File: config.mk
export PLATFORM = sky130hd
export DESIGN_NAME = fir_out_requant
export DESIGN_NICKNAME = d
export VERILOG_FILES = /design/src/rtl/fir_out_requant.sv
export SDC_FILE = /design/constraint.sdc
export NUM_CORES = 1
export LEC_CHECK = 0
export CAP_MARGIN = 20
export CELL_PAD_IN_SITES_DETAIL_PLACEMENT = 0
export CELL_PAD_IN_SITES_GLOBAL_PLACEMENT = 1
export CORE_MARGIN = 4
export CORE_UTILIZATION = 41
export CTS_CLUSTER_DIAMETER = 200
export DETAILED_ROUTE_END_ITERATION = 12
export PLACE_DENSITY = 0.82
export SYNTH_ARGS = -nofsm -noshare
export SYNTH_HDL_FRONTEND = slang
export SYNTH_SLANG_ARGS = --single-unit
File: constraint.sdc
create_clock -name clk -period 2.58 [get_ports clk]
set_clock_uncertainty 0.15 [all_clocks]
set_input_delay 0.774 -clock clk [delete_from_list [all_inputs] [get_ports clk]]
set_output_delay 0.774 -clock clk [all_outputs]
set_load 0.1 [all_outputs]
File: src/rtl/fir_out_requant.sv
// Requantizes FIR output (arith shift, optional round via FIR_REQ_ROUND_EN, saturate) into a show-ahead FIFO.
// Latency: in_valid at cycle N -> out_valid at N+2 when the FIFO was empty.
// Backpressure: none toward the FIR; samples arriving while full are dropped and counted.
module fifo_sync #(
  parameter  int W     = 16,
  parameter  int DEPTH = 4,
  localparam int AW    = $clog2(DEPTH),
  localparam int LW    = AW + 1
) (
  input  logic          clk,
  input  logic          rst_n,
  input  logic          push,
  input  logic [W-1:0]  push_dat,
  input  logic          pop,
  output logic          push_ok,
  output logic          pop_ok,
  output logic          full,
  output logic          not_empty,
  output logic [W-1:0]  head,
  output logic [LW-1:0] level
);
  logic [W-1:0]  mem [DEPTH];
  logic [AW-1:0] wr_ptr, rd_ptr;

  // Occupancy counter is the single source of truth for full/empty.
  assign not_empty = (level != '0);
  assign full      = (level == LW'(DEPTH));
  assign pop_ok    = pop & not_empty;
  assign push_ok   = push & (~full | pop_ok);
  assign head      = not_empty ? mem[rd_ptr] : '0;

  always_ff @(posedge clk) begin
    if (push_ok) mem[wr_ptr] <= push_dat;
  end

  always_ff @(posedge clk or negedge rst_n) begin
    if (!rst_n) begin
      wr_ptr <= '0;
      rd_ptr <= '0;
      level  <= '0;
    end else begin
      if (push_ok) wr_ptr <= wr_ptr + AW'(1);
      if (pop_ok)  rd_ptr <= rd_ptr + AW'(1);
      case ({push_ok, pop_ok})
        2'b10:   level <= level + LW'(1);
        2'b01:   level <= level - LW'(1);
        default: level <= level;
      endcase
    end
  end
endmodule

module fir_out_requant #(
  parameter int BIT_PREC   = 8,
  parameter int TAPS       = 5,
  parameter int IN_W       = 2*BIT_PREC+TAPS-1,
  parameter int OUT_W      = 16,
  parameter int SHIFT      = 2,
  parameter int FIFO_DEPTH = 4
) (
  input  logic                          clk,
  input  logic                          rst_n,
  input  logic                          in_valid,
  input  logic [IN_W-1:0]               in_sample,
  input  logic                          clr_flags,
  output logic                          out_valid,
  input  logic                          out_ready,
  output logic [OUT_W-1:0]              out_data,
  output logic                          sat_flag,
  output logic [7:0]                    drop_cnt,
  output logic [$clog2(FIFO_DEPTH):0]   fifo_level
);
  localparam int EW = IN_W + 1;
  localparam logic signed [EW-1:0] MAXV = {{(EW-OUT_W+1){1'b0}}, {(OUT_W-1){1'b1}}};
  localparam logic signed [EW-1:0] MINV = {{(EW-OUT_W+1){1'b1}}, {(OUT_W-1){1'b0}}};

  logic signed [EW-1:0] ext, adj, shd;
  logic                 sat_hi, sat_lo, sat_ev;
  logic [OUT_W-1:0]     sat_val;
  logic                 s1_valid;
  logic [OUT_W-1:0]     s1_data;
  logic                 push_ok, pop_ok, fifo_full, drop;

  assign ext = {in_sample[IN_W-1], in_sample};
`ifdef FIR_REQ_ROUND_EN
  localparam logic signed [EW-1:0] RND = EW'(2**(SHIFT-1));
  // One guard bit of headroom keeps the rounding add from wrapping.
  assign adj = ext + RND;
`else
  assign adj = ext;
`endif
  assign shd     = adj >>> SHIFT;
  assign sat_hi  = (shd > MAXV);
  assign sat_lo  = (shd < MINV);
  assign sat_ev  = in_valid & (sat_hi | sat_lo);
  assign sat_val = sat_hi ? {1'b0, {(OUT_W-1){1'b1}}} :
                   sat_lo ? {1'b1, {(OUT_W-1){1'b0}}} : shd[OUT_W-1:0];

  always_ff @(posedge clk or negedge rst_n) begin
    if (!rst_n) begin
      s1_valid <= 1'b0;
      s1_data  <= '0;
      sat_flag <= 1'b0;
    end else begin
      s1_valid <= in_valid;
      if (in_valid) s1_data <= sat_val;
      if (sat_ev)         sat_flag <= 1'b1;
      else if (clr_flags) sat_flag <= 1'b0;
    end
  end

  fifo_sync #(.W(OUT_W), .DEPTH(FIFO_DEPTH)) u_fifo (
    .clk       (clk),
    .rst_n     (rst_n),
    .push      (s1_valid),
    .push_dat  (s1_data),
    .pop       (out_ready),
    .push_ok   (push_ok),
    .pop_ok    (pop_ok),
    .full      (fifo_full),
    .not_empty (out_valid),
    .head      (out_data),
    .level     (fifo_level)
  );

  // A full FIFO still accepts a push when the head leaves in the same cycle.
  assign drop = s1_valid & ~push_ok;

  always_ff @(posedge clk or negedge rst_n) begin
    if (!rst_n) begin
      drop_cnt <= 8'd0;
    end else if (drop) begin
      if (clr_flags)              drop_cnt <= 8'd1;
      else if (drop_cnt != 8'hFF) drop_cnt <= drop_cnt + 8'd1;
    end else if (clr_flags) begin
      drop_cnt <= 8'd0;
    end
  end

  logic unused_ok;
  assign unused_ok = pop_ok & fifo_full;
endmodule

==> summary.txt <==
Status
  • Status: finished with violations
  • Failing checks: negative setup slack

Timing
  • # setup viols final: 16
  • Maximum clock rate: around 360 MHz
  • Relative slew margins: 0.719
  • Slew Limit Fails: 0
  • Final Critical Period: between 2000 and 3000 ps
  • Final hold vios: 0
  • Crit share post-route: 1.07
  • Post-route setup slack: -182 ps
  • Unrepaired setup endpoints after global routing: yes
  • Least-Margin Pin Slew: approximately 420 ps

Yosys
  • Async S/R FF share, synth: 0.340
  • Netlist cell types: 32
  • Area of the mapped netlist: between 0.004 and 0.005 sq mm
  • Syn Nets: between 300 and 400
  • Yosys top cell area share: 0.448
  • Syn avg cell area: 14.7 sq um
  • Prevailing post-synth register cell: edfxtp_1
  • Number of enable flip-flop cells after synthesis: 64
  • Most frequent cell after synthesis: edfxtp_1
  • Post-synthesis sequential area ratio: 0.640
  • Largest family of logic cells by synthesized area: multiplexers
  • Syn Inst Count: about 290
  • Yosys warnings: 0
  • Synth top cells by count: edfxtp_1, dfrtp_1, and2_1
  • Synth Area in Simple Gates: 0.0959
  • Flops & latches, synth: 97
  • Largest cells by area after synthesis: edfxtp_1, dfrtp_1, mux4_2
  • Xor/xnor share of the synthesized area: 0.0163
  • Fraction of the mapped netlist area in adder cells: 0.0222
  • Largest area contributor in the netlist: edfxtp_1
  • Mux cell area share after synthesis: 0.133
  • Post-synthesis compound-gate area fraction: 0.0688

Clock network
  • CTS tree: done
  • CTS buffer count: 9
  • Clock Path Buffers: 2
  • Root buf cell: clkbuf_8
  • Reg clk slew, reported paths: 90 ps
  • Number of hold buffers added after cts: 0
  • Htree depth: 3
  • Worst skew pair latency: 350 ps
  • CTS Sinks: 97

Worst setup path
  • Worst setup EP type: output port
  • Startpoint Class: flip-flop
  • Cell mode on critical path: buf_12
  • Crit-path max cell delay: between 500 and 600 ps
  • R2R depth: 9
  • Worst-path cell with the longest stage delay: mux4_2
  • CP Cell Sequence: buf_12 > mux4_2 > and2_4 > buf_12
  • CP required: between 1500 and 2000 ps
  • CP Class: flip-flop to output port
  • Worst-path fanout max: 8
  • CP Data Arrival Time: between 1500 and 2000 ps

Drt
  • DR WL/cell: between 15 and 20 um
  • Detailed Route Iter0 Violations: 123
  • Drt drc: 0
  • Routed WL: around 7.7 mm
  • Final ANT Viol Nets: 0
  • Vias/cell: around 5.0
  • Router iterations before antenna repair: 4
  • Via count: approximately 2500

Place
  • PortBufs: 51
  • Routability cong.: 0.767
  • Placed cell area: roughly 0.0053 sq mm
  • DP Wirelength: about 5.2 mm

Floorplanning
  • Die area: about 0.012 sq mm
  • Num ports: 54
  • Core box area: between 0.01 and 0.015 sq mm
  • Initial Util: 0.418
  • # rows: 37
  • Die width: 110 um
  • Die Y: ~110 um

Global route
  • Grt total ovfl: 0
  • M2 GR Usage: 0.218
  • Largest net degree at the start of global routing: 34
  • Vias in the first global route: around 2400
  • Met3 Use GR: 0.0245
  • Global-route wire length before repair: around 12 mm
  • Antenna violations before repair: 0
  • GRT Total Usage: 0.131
  • Top Usage Layer GRT: met2
  • Met1 Usage GRT: 0.174

Layout
  • Area growth syn-to-layout: 30.5%
  • Nets@finish: 391
  • Fin area: between 0.005 and 0.006 sq mm
  • Fill cell count: around 800
  • Area of the multi-input gates: 0.00150 sq mm
  • # diodes: 0
  • FF/Latch Area: ~0.0028 sq mm
  • Layout cells sized above 1: 0.387

Job
  • Max cap viols: 0

Hold path
  • Hold depth: 0
  • Hold crit path type: flip-flop to flip-flop
metrics by stage:
step                std cells  setup slack, ps  hold slack, ps  setup TNS (ps)  utilization
floorplan                 293             -103             322            -107            -
global route              500             -241             402           -3430        0.545
finish                    500             -182             374           -2390        0.545
CTS                       498             -208             383           -2570        0.541
detailed placement        480             -452             360           -8660        0.520
global placement          480             -400             342           -7370        0.520
state kept, by name (all words and copies together), names as in the netlist:
| register | count |
|---|---|
| drop_cnt | 8 |
| u_fifo.mem | 64 |
| sat_flag | 1 |
| s1_valid | 1 |
| u_fifo.level | 3 |
| u_fifo.wr_ptr | 2 |
| s1_data | 16 |
| u_fifo.rd_ptr | 2 |
path summary, 6_finish.rpt:
kind,to,from,slack [ps]
hold reg to reg,u_fifo.mem[3][10]$_DFFE_PP_,s1_data[10]$_DFFE_PN0P_,370
min in group asynchronous,u_fifo.level[0]$_DFFE_PN0P_,rst_n,660
setup reg to reg,u_fifo.level[2]$_DFFE_PN0P_,u_fifo.level[0]$_DFFE_PN0P_,240
max in group asynchronous,u_fifo.level[2]$_DFFE_PN0P_,rst_n,1280
setup / recovery,out_data[13],u_fifo.rd_ptr[0]$_DFFE_PN0P_,-180
hold / removal,u_fifo.mem[3][10]$_DFFE_PP_,s1_data[10]$_DFFE_PN0P_,370
cells by family (layout without fill, tap and decap cells):
logic type / after synthesis / count (layout)
AO/OA/AOI/OAI: 41 / 41
buffers and inverters: 26 / 97
adder cells (fa/ha/maj): 7 / 7
flip-flops: 97 / 97
AND/OR/NAND/NOR: 79 / 79
XOR/XNOR: 8 / 8
multiplexers: 35 / 35
per-layer routing:
metal	vias to the layer above	wire length, um
met1	1223	3380
met4	0	91
li1	1206	-
met5	-	0
met2	48	3940
met3	6	299
worst max-delay path, delay by kind of cell, from the launching register on:
kind | cells | cell delay, ps
multiplexers | 1 | 520
buffers and inverters | 2 | 320
flip-flops | 1 | 460
AND/OR/NAND/NOR | 1 | 180
layout by cell type (no fill, tap or decap), drive strengths merged:
master,synthesis,layout
fa,1,1
nor2b,1,1
mux2i,2,2
nand3b,1,1
xnor2,3,3
nand3,4,4
bufinv,0,1
or3,4,4
a211oi,1,1
nor4b,1,1
nand2,19,19
mux4,16,16
clkbuf,14,11
ha,6,6
dlygate4sd2,0,1
nor3,2,2
xor2,5,5
nor2,20,20
clkdlybuf4s50,0,21
inv,8,10
mux2,17,17
a21oi,17,17
edfxtp,64,64
nand4,2,2
and2,22,22
o21ba,15,15
and3,2,2
o21ai,4,4
o211ai,2,2
clkinv,0,3
and2b,1,1
o2111ai,2,2
buf,4,50
dfrtp,33,33
final cells by class:
type                            count  area share
Sequential cell                    97       0.493
Multi-Input combinational cell    170       0.268
Timing Repair Buffer               73       0.169
Tap cell                          136      0.0304
Clock buffer                       10      0.0228
Clock inverter                      6      0.0118
Inverter                            8     0.00580
repair_timing:
action | CTS | global route
cloned | 0 | 1
pin swaps | 1 | 0
buffers inserted | 2 | 1
endpoints found under the setup margin | 17 | 16
resized for setup | 9 | 3
hold endpoints to repair | 0 | 0
Power is left out: the tool's default activity adds up to more than one toggle a clock period on the data nets, which glitch-free logic cannot reach.
